==> src/rtl/or1200_cust5_keccak_seq.sv <==
// Sequencer between the or1200 EX stage and the keccak permutation core for l.cust5.
// Absorbs words into the rate area (START/MIDDLE/END), launches and supervises the
// permutation with a watchdog, and reads state words back to rD (STORE).
module or1200_cust5_keccak_seq #(
  parameter int unsigned WORD_W      = 32,
  parameter int unsigned IDX_W       = 6,
  parameter int unsigned STATE_WORDS = 50,
  parameter int unsigned RATE_WORDS  = 34,
  parameter int unsigned TIMEOUT     = 64
) (
  input  logic              clk,
  input  logic              rst,
  input  logic              cmd_valid,
  output logic              cmd_ready,
  input  logic [4:0]        cmd_op,
  input  logic [IDX_W-1:0]  cmd_limm,
  input  logic [WORD_W-1:0] cmd_data,
  output logic              res_valid,
  output logic [WORD_W-1:0] res_data,
  output logic              err,
  output logic              core_clr,
  output logic              core_we,
  output logic [IDX_W-1:0]  core_waddr,
  output logic [WORD_W-1:0] core_wdata,
  output logic              core_go,
  input  logic              core_done,
  output logic [IDX_W-1:0]  core_raddr,
  input  logic [WORD_W-1:0] core_rdata,
  output logic [15:0]       blk_cnt
);

  localparam int unsigned WdogW = $clog2(TIMEOUT + 1);

  localparam logic [4:0] OpStart  = 5'b00100;
  localparam logic [4:0] OpMiddle = 5'b00010;
  localparam logic [4:0] OpEnd    = 5'b00001;
  localparam logic [4:0] OpStore  = 5'b01000;

  localparam logic [IDX_W-1:0] PtrLast  = IDX_W'(RATE_WORDS - 1);
  // With a one-word rate the pointer must stay at 0 after START.
  localparam logic [IDX_W-1:0] PtrFirst = (RATE_WORDS > 1) ? IDX_W'(1) : '0;
  localparam logic [IDX_W:0]   StateLim = (IDX_W + 1)'(STATE_WORDS);
  localparam logic [WdogW-1:0] WdogMax  = WdogW'(TIMEOUT);
  localparam logic [WdogW-1:0] WdogOne  = WdogW'(1);

  typedef enum logic [2:0] {
    StIdle,
    StClr,
    StGo,
    StPerm,
    StRd,
    StRsp
  } state_e;

  state_e            state_q, state_d;
  logic [IDX_W-1:0]  ptr_q, ptr_d;
  logic [WdogW-1:0]  wdog_q, wdog_d;
  logic [15:0]       blk_cnt_q, blk_cnt_d;
  logic              res_valid_q, res_valid_d;
  logic [WORD_W-1:0] res_data_q, res_data_d;
  logic              err_q, err_d;
  logic              core_clr_q, core_clr_d;
  logic              core_we_q, core_we_d;
  logic [IDX_W-1:0]  core_waddr_q, core_waddr_d;
  logic [WORD_W-1:0] core_wdata_q, core_wdata_d;
  logic              core_go_q, core_go_d;
  logic [IDX_W-1:0]  core_raddr_q, core_raddr_d;

  logic limm_oob;

  assign limm_oob = ({1'b0, cmd_limm} >= StateLim);

  // Next-state and registered-output logic for the command sequencer.
  always_comb begin
    state_d      = state_q;
    ptr_d        = ptr_q;
    wdog_d       = wdog_q;
    blk_cnt_d    = blk_cnt_q;
    res_valid_d  = 1'b0;
    res_data_d   = res_data_q;
    err_d        = 1'b0;
    core_clr_d   = 1'b0;
    core_we_d    = 1'b0;
    core_waddr_d = core_waddr_q;
    core_wdata_d = core_wdata_q;
    core_go_d    = 1'b0;
    core_raddr_d = core_raddr_q;

    unique case (state_q)
      StIdle: begin
        if (cmd_valid) begin
          unique case (cmd_op)
            OpStart: begin
              // Park the first word on the write bus; it is written after the clear.
              core_clr_d   = 1'b1;
              core_wdata_d = cmd_data;
              state_d      = StClr;
            end
            OpMiddle: begin
              core_we_d    = 1'b1;
              core_waddr_d = ptr_q;
              core_wdata_d = cmd_data;
              if (ptr_q == PtrLast) begin
                state_d = StGo;
              end else begin
                ptr_d = ptr_q + IDX_W'(1);
              end
            end
            OpEnd: begin
              core_we_d    = 1'b1;
              core_waddr_d = ptr_q;
              core_wdata_d = cmd_data;
              state_d      = StGo;
            end
            OpStore: begin
              if (limm_oob) begin
                err_d       = 1'b1;
                res_valid_d = 1'b1;
                res_data_d  = '0;
              end else begin
                core_raddr_d = cmd_limm;
                state_d      = StRd;
              end
            end
            default: begin
              err_d = 1'b1;
            end
          endcase
        end
      end
      StClr: begin
        core_we_d    = 1'b1;
        core_waddr_d = '0;
        ptr_d        = PtrFirst;
        state_d      = StIdle;
      end
      StGo: begin
        // First cycle raises core_go; second cycle (go visible) arms the watchdog.
        if (!core_go_q) begin
          core_go_d = 1'b1;
          ptr_d     = '0;
        end else begin
          wdog_d  = WdogOne;
          state_d = StPerm;
        end
      end
      StPerm: begin
        if (core_done) begin
          blk_cnt_d = blk_cnt_q + 16'd1;
          wdog_d    = '0;
          state_d   = StIdle;
        end else if (wdog_q == WdogMax) begin
          err_d   = 1'b1;
          wdog_d  = '0;
          state_d = StIdle;
        end else begin
          wdog_d = wdog_q + WdogOne;
        end
      end
      StRd: begin
        // Core read data for core_raddr arrives in the next cycle.
        state_d = StRsp;
      end
      StRsp: begin
        res_valid_d = 1'b1;
        res_data_d  = core_rdata;
        state_d     = StIdle;
      end
      default: begin
        state_d = StIdle;
      end
    endcase
  end

  // State and output registers with synchronous reset.
  always_ff @(posedge clk) begin
    if (rst) begin
      state_q      <= StIdle;
      ptr_q        <= '0;
      wdog_q       <= '0;
      blk_cnt_q    <= '0;
      res_valid_q  <= 1'b0;
      res_data_q   <= '0;
      err_q        <= 1'b0;
      core_clr_q   <= 1'b0;
      core_we_q    <= 1'b0;
      core_waddr_q <= '0;
      core_wdata_q <= '0;
      core_go_q    <= 1'b0;
      core_raddr_q <= '0;
    end else begin
      state_q      <= state_d;
      ptr_q        <= ptr_d;
      wdog_q       <= wdog_d;
      blk_cnt_q    <= blk_cnt_d;
      res_valid_q  <= res_valid_d;
      res_data_q   <= res_data_d;
      err_q        <= err_d;
      core_clr_q   <= core_clr_d;
      core_we_q    <= core_we_d;
      core_waddr_q <= core_waddr_d;
      core_wdata_q <= core_wdata_d;
      core_go_q    <= core_go_d;
      core_raddr_q <= core_raddr_d;
    end
  end

  assign cmd_ready  = (state_q == StIdle);
  assign res_valid  = res_valid_q;
  assign res_data   = res_data_q;
  assign err        = err_q;
  assign core_clr   = core_clr_q;
  assign core_we    = core_we_q;
  assign core_waddr = core_waddr_q;
  assign core_wdata = core_wdata_q;
  assign core_go    = core_go_q;
  assign core_raddr = core_raddr_q;
  assign blk_cnt    = blk_cnt_q;

endmodule

==> config.mk <==
export PLATFORM = sky130hd
export DESIGN_NAME = or1200_cust5_keccak_seq
export DESIGN_NICKNAME = d
export VERILOG_FILES = /design/src/rtl/or1200_cust5_keccak_seq.sv
export SDC_FILE = /design/constraint.sdc
export NUM_CORES = 1
export LEC_CHECK = 0
export ABC_AREA = 1
export BUFFER_PORTS_ARGS = -buffer_cell sky130_fd_sc_hd__buf_4
export CAP_MARGIN = 20
export CORE_AREA = 8 8 133 98
export DETAILED_ROUTE_END_ITERATION = 12
export DIE_AREA = 0 0 141 106
export PLACE_DENSITY_LB_ADDON = 0.08
export SLEW_MARGIN = 25
export SYNTH_ARGS = -nofsm -noshare
export SYNTH_HDL_FRONTEND = slang
export SYNTH_SLANG_ARGS = --single-unit
==> constraint.sdc <==
create_clock -name clk -period 1.59 [get_ports clk]
set_clock_uncertainty 0.05 [all_clocks]
set_input_delay 0.159 -clock clk [delete_from_list [all_inputs] [get_ports clk]]
set_output_delay 0.159 -clock clk [all_outputs]
set_load 0.05 [all_outputs]
==> flow_summary_export.csv, run 1 <==
group,metric,value,unit
outcome,status,"complete, but fails checks",
outcome,violations,"setup timing",
timing,rsz0062_at_grt,"true",
clock_tree,cts-root-buf,"clkbuf_16",
route,num_vias,5260,
global_routing,busiest_layer,"met2",
die,rows,33,
setup_path,cp-end-kind,"flip-flop",
synthesis,syn_area,0.00482,mm²
setup_path,cp_common_cell,"nor2_4",
timing,layout_setup_ws,-0.00901,ns
finish,fin_nets,1023,
finish,stdcell_count,1108,
timing,clock.fmax,0.625,GHz
global_routing,grt_use_met1,23.0,%
setup_path,reg2reg_slack,-0.009,ns
route,drc,0,
setup_path,arrival,1.88,ns
synthesis,syn-num-nets,739,
clock_tree,numClockSinks,113,
setup_path,setup.worst_path.start,"state_q[1]",
power_and_ir_drop,leakagePower,3.51,nW
setup_path,r2r_end,"core_wdata[15]",
synthesis,yosysSeqAreaShare,47.0,%
setup_path,endpoint,"core_wdata[15]",
placed_design,numPortBuffers,176,
route,first_pass_iters,5,
power_and_ir_drop,power.density,900,mW/mm²
synthesis,ys_ff_latch,113,
synthesis,yosysWarnings,0,
setup_path,worstPathRequired,1.87,ns
timing,whs,0.0113,ns
placed_design,dp.cells,992,
timing,setup_viol,2,
timing,hold_viol,0,
setup_path,cp-start-kind,"flip-flop",
synthesis,synth.distinct_cells,31,
timing,slew_headroom,67.8,%
finish,final_core_util,71.3,%
setup_path,crit_family,"buffers and inverters",
placed_design,placed_area,0.00643,mm²
placed_design,gp_congestion,0.864,
clock_tree,cts_tree,"done",
global_routing,use_met2,34.0,%
setup_path,cp_slowest_cell,"dfxtp_2",
synthesis,syn_inst,655,
finish,layout_commonest_cell,"buf_4",
finish,drive_above_1_share,32.3,%
global_routing,antenna_found_initial,0,
timing,slew_viol_final,0,
setup_path,critical_path_class,"reg2reg",
job,cap_violations,0,
synthesis,synthTopCellsByArea,"dfxtp_1 (47%), nand2_1 (11%), nor2_1 (8.3%)",
route,via_per_inst,4.75,
route,wl,15400,µm
setup_path,max_stage_delay,0.33,ns
synthesis,synth.top_cell.area_share,47.0,%
global_routing,grt_max_degree,47,
min_path,hp-class,"in2reg",
route,drt_iter0_drc,214,
route,ant_nets,0,
die,initial_core_util,43.0,%
setup_path,critPathMaxFanout,9,
global_routing,grt_pass1_vias,5061,
synthesis,syn_avg_cell_area,7.35,µm²
global_routing,grt_pass1_wl,24100,µm
power_and_ir_drop,irDropWorstVdd,0.714,mV
clock_tree,cts_buffers,17,
setup_path,critPathBufInv,4,
timing,period_share,101,%
setup_path,cp_cell_sequence,"nor2_4, buf_6, nand2_4, nor2_4, inv_2, a21oi_4, buf_12, clkbuf_16, o21ai_0, nor2_1",
setup_path,r2r_cells,10,
finish,final_cell_mix,"buf_4 (212), nand2_1 (133), dfxtp_1 (103)",
global_routing,grt.met3_usage,5.19,%
die,die-width,141,µm
clock_tree,clkSlewWorstSetupHoldPaths,0.05,ns
die,core,0.0112,mm²
timing,worstMarginPinSlew,0.479,ns
clock_tree,cts_max_level,4,
finish,syn_to_final_growth,65.7,%
route,wl_per_cell,13.9,µm
clock_tree,clk_latency,0.40,ns
synthesis,synth_area_leader_cell,"dfxtp_1",
finish,fillers,873,
finish,final_area,0.00798,mm²
setup_path,rr_startpoint,"state_q[1]",
setup_path,crit_cells,10,
die,num_io_pins,177,
timing,period_needed,1.60,ns
clock_tree,clk_path_buf_depth,2,
finish,diodes,0,
global_routing,grt_overflow,0,
placed_design,dp_hpwl,10300,µm
die,die_h,106,µm
global_routing,grt.total_usage,19.5,%
die,die_area,0.0149,mm²
-- metal layers --
layer | part of all wire (%) | vias to the layer above
met5 | 0 | -
met4 | 1.1 | 0
met3 | 4.7 | 17
met2 | 50 | 122
met1 | 45 | 2440
li1 | - | 2681
-- tightest hold or removal path: cells and delay by family --
kind	cells	cell delay, ns
buffers and inverters	2	0.13
AOI/OAI and AO/OA	1	0.12
-- layout make-up --
cell class	count	area [µm²]	share of cell area [%]
clock buffers	26	519	6.51
clock inverters	5	50.0	0.627
multi-input cells	462	2280	28.6
well taps	157	196	2.46
repair buffers	289	2430	30.4
flip-flops and latches	113	2280	28.6
inverters	56	221	2.78
-- power breakdown --
group          switching (mW)  internal, mW  leakage (nW)  total [mW]
logic                   0.351         0.351          2.31       0.702
registers              0.0181          2.87         0.918        2.89
clock network            1.21          2.38         0.286        3.59
total                    1.58          5.60          3.51        7.18
-- sequential cells by signal (all words and copies together) (netlist names), 3 cells and up --
register	count
wdog_q	7
core_raddr	6
state_q	3
blk_cnt	16
core_waddr	6
core_wdata	32
res_data	32
ptr_q	6
-- stage by stage --
step / setup TNS [ns] / setup WS, ns / power, mW
6_report: -0.0163 / -0.00901 / 7.18
5_1_grt: -2.21 / -0.0865 / 7.43
4_1_cts: 0 / 0.00670 / 7.25
3_5_place_dp: -7.40 / -0.229 / 3.48
3_3_place_gp: -4.90 / -0.155 / 3.47
2_1_floorplan: -0.116 / -0.0995 / 3.21
-- how the worst min path moves through the flow --
stage	start	end	slack (ns)	cells after the start
3_3_place_gp	cmd_data[16]	core_wdata[16]	0.33	3
2_1_floorplan	cmd_data[10]	core_wdata[10]	0.24	2
6_report	cmd_limm[1]	core_raddr[1]	0.01	3
3_5_place_dp	cmd_data[16]	core_wdata[16]	0.34	3
5_1_grt	cmd_limm[2]	core_raddr[2]	0.03	4
4_1_cts	cmd_limm[1]	core_raddr[1]	0.0008	3
-- cells in the mapped netlist --
| cell | n |
|---|---|
| buf_2 | 7 |
| nor2_4 | 3 |
| inv_4 | 1 |
| nand2_4 | 1 |
| o21ai_0 | 51 |
| nand3b_1 | 3 |
| buf_6 | 7 |
| o21ai_1 | 8 |
| nor3_1 | 17 |
| nor2_2 | 16 |
| buf_4 | 3 |
| nand3_4 | 1 |
| xor2_1 | 3 |
| xnor2_1 | 1 |
| nor2_1 | 106 |
| a21oi_1 | 64 |
| a21oi_2 | 1 |
| nand4_1 | 6 |
| nor3_4 | 1 |
| dfxtp_1 | 113 |
| inv_2 | 2 |
| ha_1 | 5 |
| inv_1 | 53 |
| nor3b_1 | 2 |
| nand2_1 | 138 |
| a31oi_1 | 2 |
| clkbuf_1 | 8 |
| buf_1 | 2 |
| o211a_1 | 1 |
| a21oi_4 | 2 |
| nand3_1 | 27 |
-- kinds of logic after synthesis --
family          Yosys count  synth area share, %
simple gates            321                 28.9
fa+ha+maj                 5                 1.30
compound gates          129                 14.1
buf+inv                  83                 8.03
xor+xnor                  4                0.728
flops                   113                 47.0
-- repair_timing --
item,4_1_cts,5_1_grt
pin swaps,3,13
hold buffers,67,0
hold endpoints to repair,70,0
cloned,1,3
resized for setup,10,30
setup endpoints to repair,69,88
buffers inserted,4,10
No activity file was read; power rests on OpenSTA's default activity.
==> run 2: changes to the inputs <==
Settings changed: GPL_TIMING_DRIVEN set to 0.
==> flow_summary_export.csv, run 2 (synthesis gave the netlist of run 1 again) <==
group,metric,value,unit
outcome,status,"complete, but fails checks",
outcome,violations,"setup timing",
finish,layout_commonest_cell,"buf_4",
power_and_ir_drop,leakagePower,3.55,nW
die,die_area,0.0149,mm²
power_and_ir_drop,switching_power,1.76,mW
finish,final_core_util,73.8,%
power_and_ir_drop,totalPowerFinal,7.66,mW
finish,diodes,0,
setup_path,cp-start-kind,"flip-flop",
placed_design,pre_cts_ws,-0.140,ns
timing,setup-tns-final,-1.00,ns
clock_tree,clk_path_buf_depth,2,
finish,final_cell_mix,"buf_4 (190), nand2_1 (124), dfxtp_1 (100)",
clock_tree,cts_buffers,17,
power_and_ir_drop,seqPwrFrac,37.7,%
die,die_h,106,µm
power_and_ir_drop,irDropWorstVdd,0.769,mV
placed_design,dp.cells,988,
placed_design,dp_hpwl,11100,µm
clock_tree,cts-root-buf,"clkbuf_16",
finish,syn_to_final_growth,71.4,%
finish,drive_above_1_share,36.5,%
finish,final_area,0.00826,mm²
setup_path,worstPathRequired,1.81,ns
clock_tree,cts_tree,"done",
route,wl_per_cell,15.0,µm
power_and_ir_drop,pwr-share-clk,52.5,%
route,wl,16700,µm
job,cap_violations,0,
timing,period_share,103,%
route,drc,0,
power_and_ir_drop,power.density,927,mW/mm²
timing,period_needed,1.64,ns
finish,fin_nets,1028,
route,drt_iter0_drc,317,
placed_design,numPortBuffers,176,
global_routing,grt_overflow,0,
finish,fillers,826,
die,core,0.0112,mm²
die,initial_core_util,43.0,%
timing,whs,0.0119,ns
clock_tree,cts_max_level,4,
power_and_ir_drop,power.share.switching,23.0,%
setup_path,critical_path_class,"reg2reg",
placed_design,placed_area,0.00636,mm²
min_path,hp-class,"in2reg",
global_routing,grt.total_usage,21.5,%
global_routing,antenna_found_initial,0,
timing,rsz0062_at_grt,"true",
global_routing,grt_pass1_vias,5333,
timing,slew_headroom,57.9,%
clock_tree,clkSlewWorstSetupHoldPaths,0.05,ns
timing,layout_setup_ws,-0.0542,ns
setup_path,arrival,1.87,ns
power_and_ir_drop,combPwrFrac,9.9,%
placed_design,gp_congestion,0.818,
route,via_per_inst,4.83,
timing,slew_viol_final,0,
die,die-width,141,µm
setup_path,cp-end-kind,"flip-flop",
power_and_ir_drop,p_int,5.90,mW
die,rows,33,
route,num_vias,5376,
die,num_io_pins,177,
setup_path,critPathMaxFanout,6,
timing,hold_viol,0,
global_routing,grt_max_degree,17,
route,first_pass_iters,5,
clock_tree,numClockSinks,113,
route,ant_nets,0,
finish,stdcell_count,1114,
clock_tree,clk_latency,0.41,ns
timing,clock.fmax,0.608,GHz
timing,setup_viol,33,
timing,worstMarginPinSlew,0.632,ns
global_routing,grt_pass1_wl,26100,µm
-- run 2: changes by cell type in the layout (fill, tap and decap cells not counted), sizes merged, moves of 3 or more --
cell         previous run  this run
dlygate4sd3            67        70
clkinvlp                1         5
bufinv                  1         4
a21oi                  70        67
-- run 2: timing repair --
item	CTS	global route
endpoints found under the setup margin	76	99
gates cloned	3	2
pin swaps	8	31
hold buffers	69	1
buffers inserted	13	8
gates resized for setup	24	104
hold endpoints to repair	70	1
-- run 2: power groups by stage --
| stage | Clock (mW) | Combinational (mW) | Sequential [mW] |
|---|---|---|---|
| 2_1_floorplan | 0 | 0.155 | 3.06 |
| 3_3_place_gp | 0 | 0.523 | 2.94 |
| 3_5_place_dp | 0 | 0.531 | 2.94 |
| 4_1_cts | 4.07 | 0.704 | 2.88 |
| 5_1_grt | 4.21 | 0.804 | 2.88 |
| 6_report | 4.02 | 0.756 | 2.88 |
-- run 2: worst paths after layout --
check                              startpoint       endpoint  slack, ns  depth (start not counted)
worst min register to register  core_waddr[1]  core_waddr[1]       0.39                          2
worst max-delay path               state_q[0]   res_data[13]      -0.05                          8
worst min-delay path              cmd_limm[5]  core_raddr[5]       0.01                          3
worst max register to register     state_q[0]   res_data[13]      -0.05                          8
-- run 2: final cells by class --
| class | count | area (µm²) | area share, % |
|---|---|---|---|
| clock buffers | 19 | 443 | 5.36 |
| repair buffers | 272 | 2300 | 27.8 |
| well taps | 157 | 196 | 2.38 |
| multi-input cells | 459 | 2440 | 29.5 |
| flip-flops and latches | 113 | 2290 | 27.7 |
| clock inverters | 13 | 186 | 2.26 |
| plain buffers | 25 | 180 | 2.18 |
| inverters | 56 | 224 | 2.71 |
-- run 2: routing by layer --
layer	wire [µm]	vias to the layer above	share of wire, %	global-route usage (%)
met1	6990	2507	42	25.0
met2	8500	140	51	37.7
met5	0	-	0	0
li1	-	2697	-	-
met4	382	0	2.3	8.18
met3	826	32	4.9	5.42
-- run 2: critical path, cell delays in order, from the launching register on --
cell and delay (ns):
dfxtp_4 0.36, nor2_4 0.16, buf_6 0.12, nand4_1 0.19, nor2_4 0.21, a21oi_4 0.11
buf_4 0.18, nand2_1 0.06, a21oi_1 0.06
==> run 3: changes to the inputs <==
Settings changed: ABC_AREA 1 to not set, CORE_AREA 8 8 133 98 to 8 8 112 114, CTS_CLUSTER_SIZE set to 28, DIE_AREA 0 0 141 106 to 0 0 120 122.
==> flow_summary_export.csv, run 3 <==
group,metric,value,unit
die,die-width,120,µm
finish,final_area,0.00883,mm²
timing,slew_headroom,46.6,%
finish,syn_to_final_growth,92.0,%
min_path,hp-class,"in2reg",
clock_tree,numClockSinks,113,
route,via_per_inst,5.42,
placed_design,placed_area,0.00621,mm²
setup_path,cp-end-kind,"flip-flop",
timing,rsz0062_at_grt,"true",
finish,final_core_util,82.5,%
clock_tree,clk_latency,0.52,ns
synthesis,synthXorXnorAreaFrac,2.86,%
synthesis,synth_area_leader_cell,"dfxtp_1",
route,route.met2.wl,10100,µm
timing,slew_viol_final,0,
synthesis,synth_top_family_by_area,"simple AND/OR/NAND/NOR gates",
finish,drive_above_1_share,51.4,%
timing,period_share,125,%
clock_tree,cts-root-buf,"clkbuf_8",
clock_tree,cts_buffers,17,
route,wl_met3,1730,µm
setup_path,reg2reg_slack,-0.40,ns
finish,stdcell_count,975,
synthesis,synth.top_cell.area_share,49.2,%
setup_path,critPathMaxFanout,5,
power_and_ir_drop,irDropWorstVdd,0.619,mV
synthesis,synth.distinct_cells,59,
synthesis,syn_area,0.00460,mm²
job,cap_violations,0,
finish,multiInputGateArea,0.00287,mm²
synthesis,syn_avg_cell_area,9.16,µm²
die,die_area,0.0146,mm²
synthesis,synth_edf_count,0,
setup_path,arrival,2.37,ns
min_path,min_to,"res_data[31]",
route,drt_iter0_drc,328,
timing,whs,0.0200,ns
finish,diodes,0,
setup_path,setup.worst_path.start,"state_q[2]",
synthesis,async_reset_ff_share,0,%
outcome,violations,"setup timing",
synthesis,yosysWarnings,0,
finish,layout_commonest_cell,"buf_4",
route,ant_nets,0,
die,num_io_pins,177,
finish,fin_nets,907,
placed_design,dp.cells,816,
power_and_ir_drop,leakagePower,3.81,nW
route,met1Wirelength,7390,µm
global_routing,grt_pass1_wl,27900,µm
power_and_ir_drop,totalPowerFinal,7.30,mW
synthesis,ys_ff_latch,113,
setup_path,r2r_end,"core_wdata[23]",
finish,fillers,571,
timing,worstMarginPinSlew,0.800,ns
placed_design,gp_congestion,0.843,
timing,period_needed,1.99,ns
global_routing,grt_pass1_vias,5356,
synthesis,yosysMostFrequentCell,"dfxtp_1",
clock_tree,cts_max_level,4,
die,core,0.0107,mm²
route,top_layer,"met4",
synthesis,yosysSeqAreaShare,49.2,%
clock_tree,cts_tree,"done",
setup_path,cp-start-kind,"flip-flop",
setup_path,critical_path_class,"reg2reg",
synthesis,synth_ff_type,"dfxtp_1",
min_path,hold_depth,3,
synthesis,syn-num-nets,586,
synthesis,synthMuxAreaShare,3.27,%
die,die_h,122,µm
global_routing,grt_max_degree,17,
route,wl_per_cell,20.2,µm
global_routing,grt_overflow,0,
placed_design,numPortBuffers,174,
min_path,hp-start,"rst",
global_routing,grt.total_usage,23.8,%
synthesis,synthTopCellsByCount,"dfxtp_1 (113), nand2_1 (83), a21oi_1 (47), nor2_1 (33), a22o_1 (31)",
clock_tree,clk_path_buf_depth,2,
global_routing,antenna_found_initial,0,
die,rows,38,
timing,setup_viol,91,
synthesis,synth_compound_area_share,17.3,%
synthesis,yosys.area_share.simple,22.1,%
synthesis,synth_fa_ha_area_share,1.36,%
power_and_ir_drop,power.density,827,mW/mm²
timing,layout_setup_ws,-0.401,ns
route,first_pass_iters,5,
timing,clock.fmax,0.502,GHz
route,wl,19700,µm
route,drc,0,
clock_tree,clkSlewWorstSetupHoldPaths,0.06,ns
route,num_vias,5280,
timing,hold_viol,0,
die,initial_core_util,43.0,%
synthesis,synthTopCellsByArea,"dfxtp_1 (49%), nand2_1 (6.8%), a22o_1 (5.9%)",
finish,regArea,0.00231,mm²
setup_path,worstPathRequired,1.97,ns
setup_path,rr_startpoint,"state_q[2]",
setup_path,r2r_cells,9,
placed_design,dp_hpwl,10900,µm
outcome,status,"complete, but fails checks",
synthesis,syn_inst,502,
finish,final_cell_mix,"buf_4 (203), dfxtp_1 (94), dlygate4sd3_1 (72)",
[run 3: changes by cell type in the layout (fill, tap and decap cells not counted), sizes merged, moves of 12 or more]
cell   change
o21ai     -50
nor2      -92
buf       +27
nand3     -12
a22o      +31
nand2     -56
a21oi     -20
mux2i     +15
inv       -42
[run 3: worst max path at each step]
stage	end	slack [ns]	cells after the start
6_report	core_wdata[23]	-0.40	9
2_1_floorplan	core_raddr[0]	-0.25	5
3_5_place_dp	res_data[4]	-0.69	7
4_1_cts	core_raddr[3]	-0.29	6
3_3_place_gp	res_data[6]	-0.64	7
5_1_grt	core_wdata[23]	-0.42	9
[run 3: cell type report]
type | instances | area share (%)
multi-input combinational | 345 | 32.5
timing repair buffer | 304 | 29.7
sequential | 113 | 26.2
clock buffer | 21 | 5.22
buffer | 30 | 3.01
tap | 140 | 1.98
clock inverter | 10 | 0.950
inverter | 12 | 0.510
[run 3: cell families after synthesis]
group                      Yosys count
and+or+nand+nor                    196
AOI/OAI and AO/OA                  114
DFF                                113
buffers and inverters               44
xor gates and xnor gates            15
muxes                               15
adders and majority gates            5
[run 3: what timing repair did]
item,CTS,global route
endpoints found under the setup margin,102,104
pin swaps,21,58
cloned,9,1
setup buffers,40,9
gates resized for setup,113,129
endpoints found under the hold margin,73,0
hold buffers,72,0
[run 3: metrics by stage]
stage	setup TNS, ns	worst slack, ns
after floorplan	-13.41	-0.249
after global placement	-49.48	-0.645
after detailed placement	-52.40	-0.688
after global routing	-23.64	-0.424
final	-17.94	-0.401
after CTS	-13.13	-0.290
[run 3: layer usage]
layer	track usage (%)	up-vias
met2	40.8	227
met1	25.3	2567
met5	0	-
li1	-	2438
met3	10.0	48
met4	10.8	0
[run 3: power by group]
part	leakage, nW	switching [mW]	internal, mW	total, mW
sequential	0.924	0.0218	2.85	2.87
combinational	2.62	0.460	0.449	0.909
clock	0.265	1.35	2.18	3.53
total	3.81	1.83	5.48	7.30
[run 3: critical path, cell delays in order (launching register included)]
cell      delay (ns)
dfxtp_2         0.32
buf_6           0.12
buf_6           0.11
nor4b_4         0.23
buf_4           0.21
o2111a_2        0.29
buf_6           0.16
buf_8           0.13
nand2_1         0.08
a21oi_1         0.19
